$ cat src/rtl/dft_bin_streamer_pkg.sv
// Shared constants and state encoding for the DFT bin streamer.
// Also used by the upstream 8-point DFT stage.
package dft_bin_streamer_pkg;
  localparam int DW     = 32;
  localparam int N_BINS = 8;
  localparam int BIN_W  = 3;

  typedef enum logic {
    ST_IDLE   = 1'b0,
    ST_STREAM = 1'b1
  } state_e;
endpackage

$ cat src/rtl/dft_bin_streamer_mag.sv
// L1 magnitude estimate |re|+|im| for one signed complex bin.
// Abs is taken in DW+1 bits so the most negative input is exact.
module bin_mag_l1 #(
  parameter int DW = 32
) (
  input  logic signed [DW-1:0] re,
  input  logic signed [DW-1:0] im,
  output logic        [DW:0]   mag
);
  logic [DW:0] re_ext;
  logic [DW:0] im_ext;
  logic [DW:0] re_abs;
  logic [DW:0] im_abs;

  always_comb begin
    re_ext = {re[DW-1], re};
    im_ext = {im[DW-1], im};
    re_abs = re[DW-1] ? (~re_ext + 1'b1) : re_ext;
    im_abs = im[DW-1] ? (~im_ext + 1'b1) : im_ext;
    mag    = re_abs + im_abs;
  end
endmodule

$ cat src/rtl/dft_bin_streamer.sv
// Captures an 8-bin DFT frame and streams it out one bin per handshake,
// tracking the peak-magnitude bin of each frame.
module dft_bin_streamer
  import dft_bin_streamer_pkg::*;
(
  input  logic                 clk,
  input  logic                 rst_n,
  input  logic                 frame_valid,
  input  logic [N_BINS*DW-1:0] xr_flat,
  input  logic [N_BINS*DW-1:0] xi_flat,
  output logic                 out_valid,
  input  logic                 out_ready,
  output logic [BIN_W-1:0]     out_bin,
  output logic [DW-1:0]        out_re,
  output logic [DW-1:0]        out_im,
  output logic [DW:0]          out_mag,
  output logic                 out_last,
  output logic                 peak_valid,
  output logic [BIN_W-1:0]     peak_bin,
  output logic [DW:0]          peak_mag,
  output logic                 overrun
);
  state_e                      state_q, state_d;
  logic [BIN_W-1:0]            ptr_q, ptr_d;
  logic [N_BINS-1:0][DW-1:0]   re_q, re_d;
  logic [N_BINS-1:0][DW-1:0]   im_q, im_d;
  logic [DW:0]                 run_mag_q, run_mag_d;
  logic [BIN_W-1:0]            run_bin_q, run_bin_d;
  logic [DW:0]                 peak_mag_q, peak_mag_d;
  logic [BIN_W-1:0]            peak_bin_q, peak_bin_d;
  logic                        peak_valid_q, peak_valid_d;
  logic                        overrun_q, overrun_d;

  logic        hs;
  logic        last_hs;
  logic        win;
  logic        capture;
  logic [DW:0] mag;

  assign out_valid  = (state_q == ST_STREAM);
  assign out_bin    = ptr_q;
  assign out_re     = re_q[ptr_q];
  assign out_im     = im_q[ptr_q];
  assign out_mag    = mag;
  assign out_last   = out_valid && (ptr_q == BIN_W'(N_BINS-1));
  assign peak_valid = peak_valid_q;
  assign peak_bin   = peak_bin_q;
  assign peak_mag   = peak_mag_q;
  assign overrun    = overrun_q;

  bin_mag_l1 #(.DW(DW)) u_mag (
    .re  (re_q[ptr_q]),
    .im  (im_q[ptr_q]),
    .mag (mag)
  );

  always_comb begin
    state_d      = state_q;
    ptr_d        = ptr_q;
    re_d         = re_q;
    im_d         = im_q;
    run_mag_d    = run_mag_q;
    run_bin_d    = run_bin_q;
    peak_mag_d   = peak_mag_q;
    peak_bin_d   = peak_bin_q;
    peak_valid_d = 1'b0;
    overrun_d    = overrun_q;

    hs      = out_valid && out_ready;
    last_hs = hs && out_last;
    win     = mag > run_mag_q;
    capture = frame_valid && (!out_valid || last_hs);

    if (hs) begin
      ptr_d = ptr_q + 1'b1;
      if (win) begin
        run_mag_d = mag;
        run_bin_d = ptr_q;
      end
    end

    if (last_hs) begin
      state_d      = ST_IDLE;
      peak_valid_d = 1'b1;
      peak_mag_d   = win ? mag : run_mag_q;
      peak_bin_d   = win ? ptr_q : run_bin_q;
    end

    // A capture on the final handshake overrides the IDLE return.
    if (capture) begin
      state_d   = ST_STREAM;
      ptr_d     = '0;
      re_d      = xr_flat;
      im_d      = xi_flat;
      run_mag_d = '0;
      run_bin_d = '0;
    end

    if (frame_valid && !capture)
      overrun_d = 1'b1;
  end

  always_ff @(posedge clk or negedge rst_n) begin
    if (!rst_n) begin
      state_q      <= ST_IDLE;
      ptr_q        <= '0;
      re_q         <= '0;
      im_q         <= '0;
      run_mag_q    <= '0;
      run_bin_q    <= '0;
      peak_mag_q   <= '0;
      peak_bin_q   <= '0;
      peak_valid_q <= 1'b0;
      overrun_q    <= 1'b0;
    end else begin
      state_q      <= state_d;
      ptr_q        <= ptr_d;
      re_q         <= re_d;
      im_q         <= im_d;
      run_mag_q    <= run_mag_d;
      run_bin_q    <= run_bin_d;
      peak_mag_q   <= peak_mag_d;
      peak_bin_q   <= peak_bin_d;
      peak_valid_q <= peak_valid_d;
      overrun_q    <= overrun_d;
    end
  end
endmodule

$ cat config.mk
export PLATFORM = sky130hd
export DESIGN_NAME = dft_bin_streamer
export DESIGN_NICKNAME = d
export VERILOG_FILES = /design/src/rtl/dft_bin_streamer_pkg.sv /design/src/rtl/dft_bin_streamer_mag.sv /design/src/rtl/dft_bin_streamer.sv
export SDC_FILE = /design/constraint.sdc
export NUM_CORES = 1
export LEC_CHECK = 0
export BUFFER_PORTS_ARGS = -buffer_cell sky130_fd_sc_hd__buf_2
export CAP_MARGIN = 20
export CORE_AREA = 2 2 252 254
export CTS_BUF_LIST = sky130_fd_sc_hd__clkbuf_8 sky130_fd_sc_hd__clkbuf_16
export CTS_CLUSTER_DIAMETER = 30
export DETAILED_ROUTE_END_ITERATION = 6
export DIE_AREA = 0 0 254 256
export PLACE_DENSITY = 0.82
export SYNTH_ARGS = -nofsm -noshare
export SYNTH_HDL_FRONTEND = slang
export SYNTH_SLANG_ARGS = --single-unit
$ cat constraint.sdc
create_clock -name clk -period 10.6 [get_ports clk]
set_clock_uncertainty 0.05 [all_clocks]
set_input_delay 1.06 -clock clk [delete_from_list [all_inputs] [get_ports clk]]
set_output_delay 1.06 -clock clk [all_outputs]
set_load 0.01 [all_outputs]
==> run_results.csv <==
group,metric,value,unit
grt,grt.total_usage,0.317,
setup_path,slowest_stage,"dfrtp_4",
timing,worstMarginPinSlew,1.14,ns
setup_path,reg2reg_from,"out_bin[0]",
synth,synth-simple-area-share,0.235,
setup_path,path_buf_inv,4,
synth,synth_area_per_cell,9.09,sq um
drt,drtAntennaViolNets,0,
setup_path,path_max_fanout,48,
final_layout,layout_common_cells,"1636 x nand2_1, 654 x buf_2, 587 x dfrtp_1",
floorplan,rows,92,
setup_path,max_stage_delay,1.05,ns
synth,synth-compound-area-share,0.0608,
clock_tree,post_cts_buffers,0,
grt,grt_max_degree,197,
floorplan,start_util,0.484,
drt,drc,0,
final_layout,drive_gt1_frac,0.267,
synth,synth_cell_type_count,69,
timing,min_period,9.00,ns
synth,synth-seq-area-share,0.489,
synth,synth_xor_area_frac,0.0253,
setup_path,crit_required,11.11,ns
clock_tree,ctsHoldBuffers,0,
synth,postSynthRegisterBits,590,
clock_tree,clockBufferDepth,3,
setup_path,cpMostUsedCell,"ha_1",
setup_path,crit_family,"compound AO/OA/AOI/OAI gates",
final_layout,areaGrowthSynthToFinish,26.8,%
synth,synth_area_leader_cell,"dfrtp_1",
synth,synth_top_family_by_area,"simple AND/OR/NAND/NOR gates",
setup_path,crit_path_start,"out_bin[0]",
final_layout,final_cells,4924,
floorplan,pin_count,656,
clock_tree,cts.sinks,590,
synth,syn_inst,3318,
synth,synth-edff-count,0,
synth,synth.area.top_cells,"dfrtp_1 49%, nand2_1 20%, mux4_2 9.6%",
job,maxCapViolations,0,
drt,drt-wirelength-per-cell,21.3,um
final_layout,layout_commonest_cell,"nand2_1",
grt,grt_first_pass_wirelength,157,mm
timing,setup_violations,0,
grt,grt_most_used_layer,"met2",
timing,period_share,0.849,
clock_tree,clkTransAtPathRegs,0.05,ns
synth,synth_nets,3904,
placement,place_congestion,0.925,
placement,hpwl,74.1,mm
floorplan,die_h,256,um
synth,synth_top_area_share,0.489,
drt,via_count,27400,
synth,synthAdderAreaFrac,0.0293,
grt,use_met2,0.489,
drt,via_per_inst,5.57,
grt,overflow,0,
timing,hold_viol,0,
placement,numPortBuffers,655,
grt,antenna_found_initial,47,
timing,drv_slew,0,
drt,drt-pass1-iter-count,5,
clock_tree,cts_buffers,113,
final_layout,nets,4519,
setup_path,worstSetupEndpointType,"flop",
setup_path,crit_arrival,9.51,ns
grt,use_met1,0.414,
clock_tree,cts_resized,0,
timing,rsz0062_at_grt,"false",
grt,grt.met3_usage,0.0680,
floorplan,coreArea,62400,sq um
synth,synth_area,30200,sq um
clock_tree,cts_tree,"done",
placement,dp_cells,4662,
synth,yosys_warnings,0,
setup_path,crit_type,"reg -> reg",
setup_path,start_kind,"flop",
clock_tree,clk-insertion-delay-late,0.68,ns
drt,drt_iter0_markers,2754,
worst_hold_path,hold_path_class,"in -> async",
timing,fin_setup_tns,0,ns
floorplan,die_area,65000,sq um
floorplan,die_width,254,um
drt,drt-total-wl,105,mm
timing,fmax,111,MHz
synth,synth_flop_cell,"dfrtp_1",
final_layout,fill_cells,5081,
timing,slew-limit-headroom,0.240,
status,status,"finished, final reports clean",
grt,first_global_vias,27200,
clock_tree,cts_root_buffer,"clkbuf_16",
synth,synthArstFlopShare,1.00,
synth,synth.area.mux_share,0.120,
clock_tree,htree_levels,3,
## state kept, by name, summed over array words and instances (netlist names), 3 cells and up
name	cells
out_bin	3
run_bin_q	3
run_mag_q	33
peak_mag	33
im_q	256
peak_bin	3
re_q	256
## final cells by class
class	instances	area (sq um)	share of cell area
sequential	590	14800	0.386
multi-input combinational	2439	14200	0.372
timing repair buffer	692	3700	0.0968
clock buffer	127	3030	0.0793
tap	846	1060	0.0277
clock inverter	87	981	0.0256
inverter	97	364	0.00952
antenna	46	115	0.00301
## logic make-up (layout without fill, tap and decap cells)
group	after synthesis	in the layout
multiplexers	196	196
other	0	46
buffers and inverters	289	1003
flip-flops	590	590
adder cells (fa/ha/maj)	70	70
XOR/XNOR	87	87
AO/OA/AOI/OAI	281	281
AND/OR/NAND/NOR	1805	1805
## path summary, 6_finish.rpt
check	to	slack (ns)	cells after the start
worst max-delay path	run_mag_q[11]	1.60	29
worst min-delay path	im_q[122]	0.38	1
worst max register to register	run_mag_q[11]	1.60	29
worst min register to register	overrun	0.40	1
max in group asynchronous	re_q[211]	7.77	3
min in group clk	overrun	0.40	1
## cell usage after synthesis (8+ instances only)
library cell	instances
xnor2_1	67
inv_1	95
o31ai_1	8
nand4_1	10
dfrtp_1	590
buf_6	8
nor2_1	65
a22o_1	33
buf_2	24
mux4_2	128
a31oi_1	41
and3_1	12
ha_1	69
mux2_2	22
o211ai_1	8
nand2_1	1636
a21oi_1	87
a21o_1	24
mux2i_1	39
o21ai_0	33
clkbuf_1	150
xor2_1	20
nand3_1	14
nor3_1	22
## per-stage QoR
| stage | cell area, sq um | setup WS (ns) | utilization | hold slack (ns) |
|---|---|---|---|---|
| 4_1_cts | 38100 | 1.25 | 0.610 | 0.382 |
| 6_report | 38300 | 1.60 | 0.613 | 0.380 |
| 5_1_grt | 38200 | 0.906 | 0.613 | 0.432 |
| 2_1_floorplan | 30200 | 2.91 | - | 0.390 |
| 3_5_place_dp | 34100 | 1.32 | 0.546 | 0.392 |
| 3_3_place_gp | 34000 | 1.39 | 0.546 | 0.382 |
## layer usage
layer | share of wire | wire length [um]
met1 | 0.39 | 40600
met2 | 0.46 | 48700
met3 | 0.088 | 9200
met4 | 0.061 | 6360
met5 | 0.00026 | 27
Power is left out: the tool's default activity adds up to more than one toggle a clock period on the data nets, which glitch-free logic cannot reach.
